**src/rtl/sprite_plotter.sv**
```systemverilog
// sprite_plotter: copies one object from ROM to the VGA plot port.
// Handles transparency, solid erase fill and screen-edge clipping.
module sprite_plotter #(
  parameter int LOG_W = 3,
  parameter int LOG_H = 3,
  parameter int SEL_W = 1,
  parameter int XW = 8,
  parameter int YW = 7,
  parameter int CW = 3,
  parameter int SCREEN_W = 160,
  parameter int SCREEN_H = 120,
  parameter int TRANSP_EN = 1,
  parameter logic [CW-1:0] TRANSP_COLOUR = '0
) (
  input  logic                         Clock,
  input  logic                         Resetn,
  input  logic                         start,
  input  logic [SEL_W-1:0]             obj_sel,
  input  logic [XW-1:0]                x0,
  input  logic [YW-1:0]                y0,
  input  logic                         erase,
  input  logic [CW-1:0]                erase_colour,
  output logic [SEL_W+LOG_H+LOG_W-1:0] mem_addr,
  input  logic [CW-1:0]                mem_data,
  output logic [XW-1:0]                vga_x,
  output logic [YW-1:0]                vga_y,
  output logic [CW-1:0]                vga_colour,
  output logic                         vga_plot,
  output logic                         busy,
  output logic                         done
);

  localparam logic [XW:0] SW = SCREEN_W[XW:0];
  localparam logic [YW:0] SH = SCREEN_H[YW:0];
  localparam logic TEN = (TRANSP_EN != 0);

  typedef enum logic [1:0] {
    IDLE,
    DRAW,
    FLUSH
  } state_t;

  state_t state_q;
  state_t state_d;
  logic load;
  logic step;
  logic last;

  logic [LOG_W-1:0] xc;
  logic [LOG_H-1:0] yc;
  logic [SEL_W-1:0] sel_l;
  logic [XW-1:0]    x0_l;
  logic [YW-1:0]    y0_l;
  logic             erase_l;
  logic [CW-1:0]    ecol_l;

  logic             pv;
  logic             clip_q;
  logic [XW-1:0]    px_q;
  logic [YW-1:0]    py_q;
  logic             done_q;

  logic [XW:0]      xs;
  logic [YW:0]      ys;
  logic             opaque;

  assign last = (&xc) & (&yc);
  assign xs = {1'b0, x0_l} + {{(XW+1-LOG_W){1'b0}}, xc};
  assign ys = {1'b0, y0_l} + {{(YW+1-LOG_H){1'b0}}, yc};

  assign mem_addr = {sel_l, yc, xc};
  assign busy = (state_q != IDLE);
  assign done = done_q;
  assign vga_x = px_q;
  assign vga_y = py_q;

  assign opaque = erase_l | ~TEN | (mem_data != TRANSP_COLOUR);
  assign vga_plot = pv & ~clip_q & opaque;
  assign vga_colour = pv ? (erase_l ? ecol_l : mem_data) : '0;

  // Next-state decode: accept start only in IDLE, walk the object in DRAW.
  always_comb begin
    state_d = state_q;
    load = 1'b0;
    step = 1'b0;
    unique case (state_q)
      IDLE: begin
        if (start) begin
          state_d = DRAW;
          load = 1'b1;
        end
      end
      DRAW: begin
        step = 1'b1;
        if (last) state_d = FLUSH;
      end
      FLUSH: state_d = IDLE;
      default: state_d = IDLE;
    endcase
  end

  // State, counters, request latches and the one-stage pixel pipeline.
  always_ff @(posedge Clock) begin
    if (!Resetn) begin
      state_q <= IDLE;
      xc <= '0;
      yc <= '0;
      sel_l <= '0;
      x0_l <= '0;
      y0_l <= '0;
      erase_l <= 1'b0;
      ecol_l <= '0;
      pv <= 1'b0;
      clip_q <= 1'b0;
      px_q <= '0;
      py_q <= '0;
      done_q <= 1'b0;
    end else begin
      state_q <= state_d;
      if (load) begin
        sel_l <= obj_sel;
        x0_l <= x0;
        y0_l <= y0;
        erase_l <= erase;
        ecol_l <= erase_colour;
        xc <= '0;
        yc <= '0;
      end else if (step) begin
        xc <= xc + 1'b1;
        if (&xc) yc <= yc + 1'b1;
      end
      pv <= (state_q == DRAW);
      clip_q <= (xs >= SW) | (ys >= SH);
      px_q <= xs[XW-1:0];
      py_q <= ys[YW-1:0];
      done_q <= (state_q == FLUSH);
    end
  end

endmodule

```
**config.mk**
```make
export PLATFORM = sky130hd
export DESIGN_NAME = sprite_plotter
export DESIGN_NICKNAME = d
export VERILOG_FILES = /design/src/rtl/sprite_plotter.sv
export SDC_FILE = /design/constraint.sdc
export NUM_CORES = 1
export LEC_CHECK = 0
export BUFFER_PORTS_ARGS = -buffer_cell sky130_fd_sc_hd__buf_2
export CORE_MARGIN = 10
export CORE_UTILIZATION = 51
export DETAILED_ROUTE_END_ITERATION = 16
export PLACE_DENSITY = 0.88
export SYNTH_ARGS = -nofsm -noshare
export SYNTH_HDL_FRONTEND = slang
export SYNTH_SLANG_ARGS = --single-unit
```
**constraint.sdc**
```tcl
create_clock -name Clock -period 2.9 [get_ports Clock]
set_input_delay 0.58 -clock Clock [delete_from_list [all_inputs] [get_ports Clock]]
set_output_delay 0.58 -clock Clock [all_outputs]
set_load 0.05 [all_outputs]
```
==> metrics.md, run 1 <==
| Metric | Value |
|---|---|
| Status | `finished clean` |
| Via density | `5.27` |
| CTS buffer count | `5` |
| GPL Wtd Cong | `0.836` |
| Die Y | `81.6 microns` |
| Post-place instance area | `2210 sq um` |
| Site Rows | `22` |
| CP endpoint kind | `flip-flop` |
| Worst setup path class | `flip-flop to flip-flop` |
| Clock period minus final worst setup slack | `2.28 ns` |
| CTS sink count | `46` |
| Commonest non-fill, non-tap cell in the layout | `buf_2` |
| Dpl cells | `280` |
| Area grow syn2layout | `18.9%` |
| Vias in the first global route | `1585` |
| Nets | `277` |
| Syn Inst Count | `191` |
| Register area share after synthesis | `47.5%` |
| # IOs | `54` |
| Syn Area/Cell | `10.1 sq um` |
| Global-route wire length before repair | `7290 microns` |
| CORE AREA | `3660 sq um` |
| Final ANT Viol Nets | `0` |
| Iter 0 DRT Violations | `140` |
| Leakage power | `1.10 nW` |
| Clk_lat worst skew | `0.30 ns` |
| Via count | `1518` |
| GRT Total Usage | `14.2%` |
| Achievable frequency | `439 MHz` |
| Post-layout instance area | `2300 sq um` |
| Drt wl/cell | `15.7 microns` |
| Max Slew Vio Count | `0` |
| Synth Register Bits | `46` |
| Post-synth top flop | `dfxtp_1` |
| Worst-Margin Slew | `0.854 ns` |
| EDFF count, synth | `0` |
| CTS root buf | `clkbuf_8` |
| Mapped Nets | `229` |
| Ys Warns | `0` |
| CP Data Required Time | `3.09 ns` |
| Endpoints failing setup | `0` |
| # resized after CTS | `0` |
| Share of layout cells above drive strength 1 | `26.3%` |
| Pre-Repair DR Iteration Count | `4` |
| Power Density | `554 nW/um^2` |
| Unrepaired setup endpoints after global routing | `no` |
| Die X | `81.6 microns` |
| DRC violations left | `0` |
| Relative slew slack | `43.0%` |
| VDD IR max | `0.000432 V` |
| Commonest cells after routing, fill and taps aside | `buf_2, dfxtp_1, a22o_1, and2_1` |
| Count of cell types in the netlist | `35` |
| Fill cell count | `321` |
| Largest net degree at the start of global routing | `23` |
| Clock Skew | `0.00600 ns` |
| Setup TNS | `0 ns` |
| Detail Placement HPWL | `3390 microns` |
| Synthesized area | `1940 sq um` |
| Congestion Overflow GR | `0` |
| Final Cycle Share | `78.5%` |
| Antenna diodes | `0` |
| Power, Total | `1.28 mW` |
| Max clock buf depth | `2` |
| Fin cells | `288` |
| Hold-fix buffer count after cts | `0` |
| CP Max Fanout | `5` |
| Antenna violations before repair | `0` |
| Type of the most critical hold path | `primary input to flip-flop` |
| Initial Util | `52.9%` |
| Total Wirelength | `4520 microns` |
| Final hold violations | `0` |
| Crit path launch type | `flip-flop` |
| Max-Cap Viols | `0` |
| Critical path data arrival time | `2.47 ns` |
| Post-CTS Setup Bufs | `0` |
| Async S/R FF share, synth | `0%` |
| Die ar. | `6670 sq um` |
| CTS tree | `yes` |
| Clock slew at reported path FFs | `0.08 ns` |
| Port bufs | `53` |
| H-tree Lvls | `2` |
-- cells by family (layout without fill, tap and decap cells) --
| family | after synthesis | count (layout) | share of synthesized area, % |
|---|---|---|---|
| buf+inv | 22 | 71 | 4.52 |
| fa+ha+maj | 12 | 12 | 8.52 |
| simple gates | 56 | 56 | 15.5 |
| flops | 46 | 46 | 47.5 |
| compound gates | 37 | 37 | 15.4 |
| mux | 6 | 6 | 3.10 |
| xor+xnor | 12 | 12 | 5.42 |
-- through the flow --
| stage | hold WS [ns] | setup slack (ns) | util [%] |
|---|---|---|---|
| 2_1_floorplan | 0.449 | 0.449 | - |
| 3_3_place_gp | 0.461 | 0.768 | 60.5 |
| 3_5_place_dp | 0.467 | 0.657 | 60.5 |
| 4_1_cts | 0.476 | 0.609 | 63.0 |
| 5_1_grt | 0.483 | 0.447 | 63.0 |
| 6_report | 0.486 | 0.624 | 63.0 |
-- path summary, 6_finish.rpt --
kind / startpoint / end / slack [ns] / cells past startpoint
max: xc[0] / clip_q / 0.62 / 8
min: x0[2] / x0_l[2] / 0.49 / 2
max reg2reg: xc[0] / clip_q / 0.62 / 8
min reg2reg: sel_l / sel_l / 0.49 / 1
-- cell usage after synthesis (6+ instances only) --
| library cell | count | area share (%) |
|---|---|---|
| dfxtp_1 | 46 | 48 |
| a22o_1 | 17 | 7.7 |
| and2_1 | 12 | 3.9 |
| nand2_1 | 11 | 2.1 |
| nor2_1 | 11 | 2.1 |
| clkbuf_1 | 10 | 1.9 |
| ha_1 | 10 | 6.5 |
| inv_1 | 10 | 1.9 |
| xnor2_1 | 10 | 4.5 |
| nor2b_1 | 8 | 2.6 |
| mux2i_1 | 6 | 3.1 |
-- worst max-delay path, cell delays in order, from the launching register on --
cell and delay (ns):
dfxtp_1 0.42, ha_1 0.22, inv_1 0.06, fa_1 0.37
nor2b_1 0.26, nor2_1 0.09, xnor2_1 0.13, o311a_1 0.30
a311o_1 0.31
-- layout make-up --
| class | instances | area, sq um | area share [%] |
|---|---|---|---|
| clock buffer | 7 | 86.3 | 3.75 |
| clock inverter | 1 | 5.00 | 0.217 |
| inverter | 10 | 37.5 | 1.63 |
| multi-input combinational | 123 | 930 | 40.3 |
| sequential | 46 | 921 | 40.0 |
| tap | 48 | 60.1 | 2.61 |
| timing repair buffer | 53 | 265 | 11.5 |
-- power breakdown --
part | internal, mW | switching (mW) | total, mW | leakage (nW)
logic | 0.0672 | 0.122 | 0.190 | 0.676
registers | 0.665 | 0.0281 | 0.694 | 0.376
clock network | 0.192 | 0.203 | 0.395 | 0.0482
total | 0.925 | 0.353 | 1.28 | 1.10
-- registers in the layout, summed over array words and instances (netlist names) --
name,count
vga_x,8
x0_l,8
vga_y,7
y0_l,7
ecol_l,3
xc,3
yc,3
state_q,2
clip_q,1
done,1
erase_l,1
pv,1
sel_l,1
-- per-layer routing --
layer  wire, microns  track usage [%]
met1            1800             14.6
met2            2260             25.2
met3             373             5.90
met4              78             5.61
met5               0                0
(Power assumes the default switching activity.)
==> run 2, diff against run 1 <==
--- a/config.mk
+++ b/config.mk
@@ -5,11 +5,12 @@
 export SDC_FILE = /design/constraint.sdc
 export NUM_CORES = 1
 export LEC_CHECK = 0
+export ABC_AREA = 1
 export BUFFER_PORTS_ARGS = -buffer_cell sky130_fd_sc_hd__buf_2
 export CORE_MARGIN = 10
-export CORE_UTILIZATION = 51
+export CORE_UTILIZATION = 46
 export DETAILED_ROUTE_END_ITERATION = 16
-export PLACE_DENSITY = 0.88
+export PLACE_DENSITY = 0.84
 export SYNTH_ARGS = -nofsm -noshare
 export SYNTH_HDL_FRONTEND = slang
 export SYNTH_SLANG_ARGS = --single-unit
==> constraint.sdc (replaced) <==
create_clock -name Clock -period 1.86 [get_ports Clock]
set_input_delay 0.372 -clock Clock [delete_from_list [all_inputs] [get_ports Clock]]
set_output_delay 0.372 -clock Clock [all_outputs]
set_load 0.05 [all_outputs]
==> run 2 against run 1 <==
  * Non-clock buffer count rose by 5
  * Synthesized area rose by 3.8%
  * Cell area rose by 6.0%
  * Die area rose by 11%
  * First-iteration DRC count rose by 4.3%
  * Count of clock-buffer cells in the layout did not move
  * Clock skew fell by 0.0037 ns
  * Via count rose by 21%
  * Clock power rose by 56%
  * Synthesized cell count rose by 36%
  * Sequential power rose by 57%
  * Combinational power rose by 94%
  * Critical endpoint is now vga_plot
==> metrics.md, run 2 <==
| Metric | Value |
|---|---|
| Status | `finished clean` |
| Syn Area/Cell | `7.77 sq um (-23%)` |
| Syn Inst Count | `259 (+36%)` |
| CTS tree | `yes` |
| Clock period minus final worst setup slack | `1.72 ns` |
| Max Slew Vio Count | `0 (unchanged)` |
| Antenna violations before repair | `0 (unchanged)` |
| Synth Register Bits | `46 (unchanged)` |
| Mapped Nets | `297 (+30%)` |
| Post-synth top flop | `dfxtp_1` |
| Drt wl/cell | `13.2 microns (-16%)` |
| Global-route wire length before repair | `8100 microns (+11%)` |
| Via count | `1839 (+21%)` |
| DP Worst Slack | `0.107 ns (-0.550 ns)` |
| Nets | `354 (+28%)` |
| FF-to-FF setup slack | `0.14 ns (-0.49 ns)` |
| Crit Reg-Reg Endpoint | `clip_q` |
| DRC violations left | `0 (unchanged)` |
| Area grow syn2layout | `21.5%` |
| Clock Skew | `0.00233 ns (-0.00367 ns)` |
| Count of cell types in the netlist | `26 (-26%)` |
| Leakage power | `1.21 nW (+9.8%)` |
| GPL Wtd Cong | `0.864 (+3.3%)` |
| Storage cell area | `926 sq um (+0.54%)` |
| Die ar. | `7420 sq um (+11%)` |
| Port bufs | `53 (unchanged)` |
| Max clock buf depth | `2 (unchanged)` |
| Reg2reg path depth | `13 (+5)` |
| Final Cycle Share | `92.6%` |
| Synth top area cells | `dfxtp_1, o21ai_0, a21oi_1` |
| Vias in the first global route | `1808 (+14%)` |
| Power Density | `852 nW/um^2 (+54%)` |
| Largest net degree at the start of global routing | `21 (-8.7%)` |
| VDD IR max | `0.000404 V (-6.6%)` |
| Iter 0 DRT Violations | `146 (+4.3%)` |
| Clk_lat worst skew | `0.29 ns (about the same)` |
| Async S/R FF share, synth | `0% (unchanged)` |
| CTS buffer count | `5 (unchanged)` |
| Setup ws final | `0.137 ns (-0.486 ns)` |
| Crit path launch type | `flip-flop` |
| Total Wirelength | `4830 microns (+7.0%)` |
| Register area share after synthesis | `45.8% (-1.7 points)` |
| Max-Cap Viols | `0 (unchanged)` |
| Initial Util | `48.9% (-4.0 points)` |
| Site Rows | `23 (+4.5%)` |
| Fill cell count | `366 (+14%)` |
| Post-layout util | `59.4% (-3.6 points)` |
| Hold path startpoint | `x0[4]` |
| Hold Crit Depth | `3 (+1)` |
| Post-synth top cells | `dfxtp_1, nand2_1, inv_1, nor2_1, o21ai_0` |
| CTS sink count | `46 (unchanged)` |
| Final hold violations | `0 (unchanged)` |
| Pre-Repair DR Iteration Count | `4 (unchanged)` |
| Min-Delay Endpoint | `x0_l[4]` |
| Post-place instance area | `2340 sq um (+5.5%)` |
| Clock slew at reported path FFs | `0.08 ns (about the same)` |
| Fin cells | `367 (+27%)` |
| # IOs | `54 (unchanged)` |
| Endpoints failing setup | `0 (unchanged)` |
| Antenna diodes | `0 (unchanged)` |
| Synthesized area | `2010 sq um (+3.8%)` |
| H-tree Lvls | `2 (unchanged)` |
| Achievable frequency | `580 MHz` |
| CTS root buf | `clkbuf_8` |
| Critical path data arrival time | `1.35 ns (-1.12 ns)` |
| FF-to-FF Start | `yc[0]` |
| GRT Total Usage | `13.0% (-1.2 points)` |
| Dpl cells | `358 (+28%)` |
| Worst setup path class | `flip-flop to primary output` |
| Commonest cells after routing, fill and taps aside | `buf_2, dfxtp_1, nand2_1, nor2_1` |
| Ys Warns | `0 (unchanged)` |
| Via density | `5.01 (-4.9%)` |
| Share of layout cells above drive strength 1 | `27.8% (+1.5 points)` |
| Hold-fix buffer count after cts | `0 (unchanged)` |
| Congestion Overflow GR | `0 (unchanged)` |
| EDFF count, synth | `0 (unchanged)` |
| Final ANT Viol Nets | `0 (unchanged)` |
| Top-count cell post-synth | `dfxtp_1` |
| CORE AREA | `4120 sq um (+12%)` |
| Commonest non-fill, non-tap cell in the layout | `buf_2` |
| Unrepaired setup endpoints after global routing | `no` |
| Post-layout instance area | `2440 sq um (+6.0%)` |
| Die Y | `86.1 microns (+5.5%)` |
| Largest area contributor in the netlist | `dfxtp_1` |
| CP endpoint kind | `primary output` |
| Detail Placement HPWL | `3730 microns (+10%)` |
| Post-synth top area share | `45.8% (-1.7 points)` |
| Area occupied by multi-input gates | `930 sq um (unchanged)` |
| CP Data Required Time | `1.49 ns (-1.60 ns)` |
| CP Max Fanout | `8 (+3)` |
| Worst hold slack | `0.327 ns (-0.159 ns)` |
| Die X | `86.1 microns (+5.5%)` |
| Worst-Margin Slew | `0.355 ns (-0.499 ns)` |
| Type of the most critical hold path | `primary input to flip-flop` |
| Worst setup startpoint | `erase_l` |
| Relative slew slack | `76.1% (+33 points)` |
## run 2: worst max-delay path, stage by stage, from the launching register on
cell and delay (ns):
dfxtp_1 0.37, nor4_1 0.39, nor3b_2 0.08, buf_2 0.22
## run 2: stage by stage
stage / TNS [ns] / power [mW]
final: 0 / 2.08
after global routing: 0 / 2.18
after CTS: 0 / 2.10
after detailed placement: 0 / 1.49
after global placement: 0 / 1.48
after floorplan: -0.0922 / 1.39
## run 2: cells by family after synthesis
kind of cell             after synthesis  share of synthesized area, %
AO/OA/AOI/OAI                         61                          15.9
adder cells (fa/ha/maj)               12                          8.21
AND/OR/NAND/NOR                       97                          21.6
buffers and inverters                 43                          8.52
flip-flops                            46                          45.8
## run 2: worst max-delay path by stage
| stage | endpoint | slack [ns] | cells after the start |
|---|---|---|---|
| global route | clip_q | 0.01 | 13 |
| finish | vga_plot | 0.14 | 3 |
| detailed placement | clip_q | 0.11 | 9 |
| global placement | clip_q | 0.19 | 13 |
| CTS | clip_q | 0.09 | 9 |
| floorplan | clip_q | -0.09 | 9 |
## run 2: area by class of cell
type | count | area share [%]
Multi-Input combinational cell | 170 | 38.0
Sequential cell | 46 | 37.9
Timing Repair Buffer | 58 | 12.4
Inverter | 35 | 5.38
Clock buffer | 7 | 3.53
Tap cell | 50 | 2.56
Clock inverter | 1 | 0.205
## run 2: timing repair
action | 4_1_cts | 5_1_grt
hold endpoints to repair | 0 | 0
setup buffers | 0 | 1
setup endpoints to repair | 0 | 1
resized for setup | 0 | 5
## run 2: routing by layer
metal | share of wire [%] | track usage (%)
met1 | 44 | 14.9
met2 | 47 | 22.2
met3 | 7.8 | 4.26
met4 | 0.72 | 4.19
met5 | 0 | 0
## run 2: power by group
| group | switching [mW] | leakage, nW | internal (mW) | total [mW] |
|---|---|---|---|---|
| clock network | 0.318 | 0.0482 | 0.300 | 0.618 |
| logic | 0.264 | 0.781 | 0.105 | 0.369 |
| registers | 0.0437 | 0.379 | 1.05 | 1.09 |
| total | 0.626 | 1.21 | 1.46 | 2.08 |
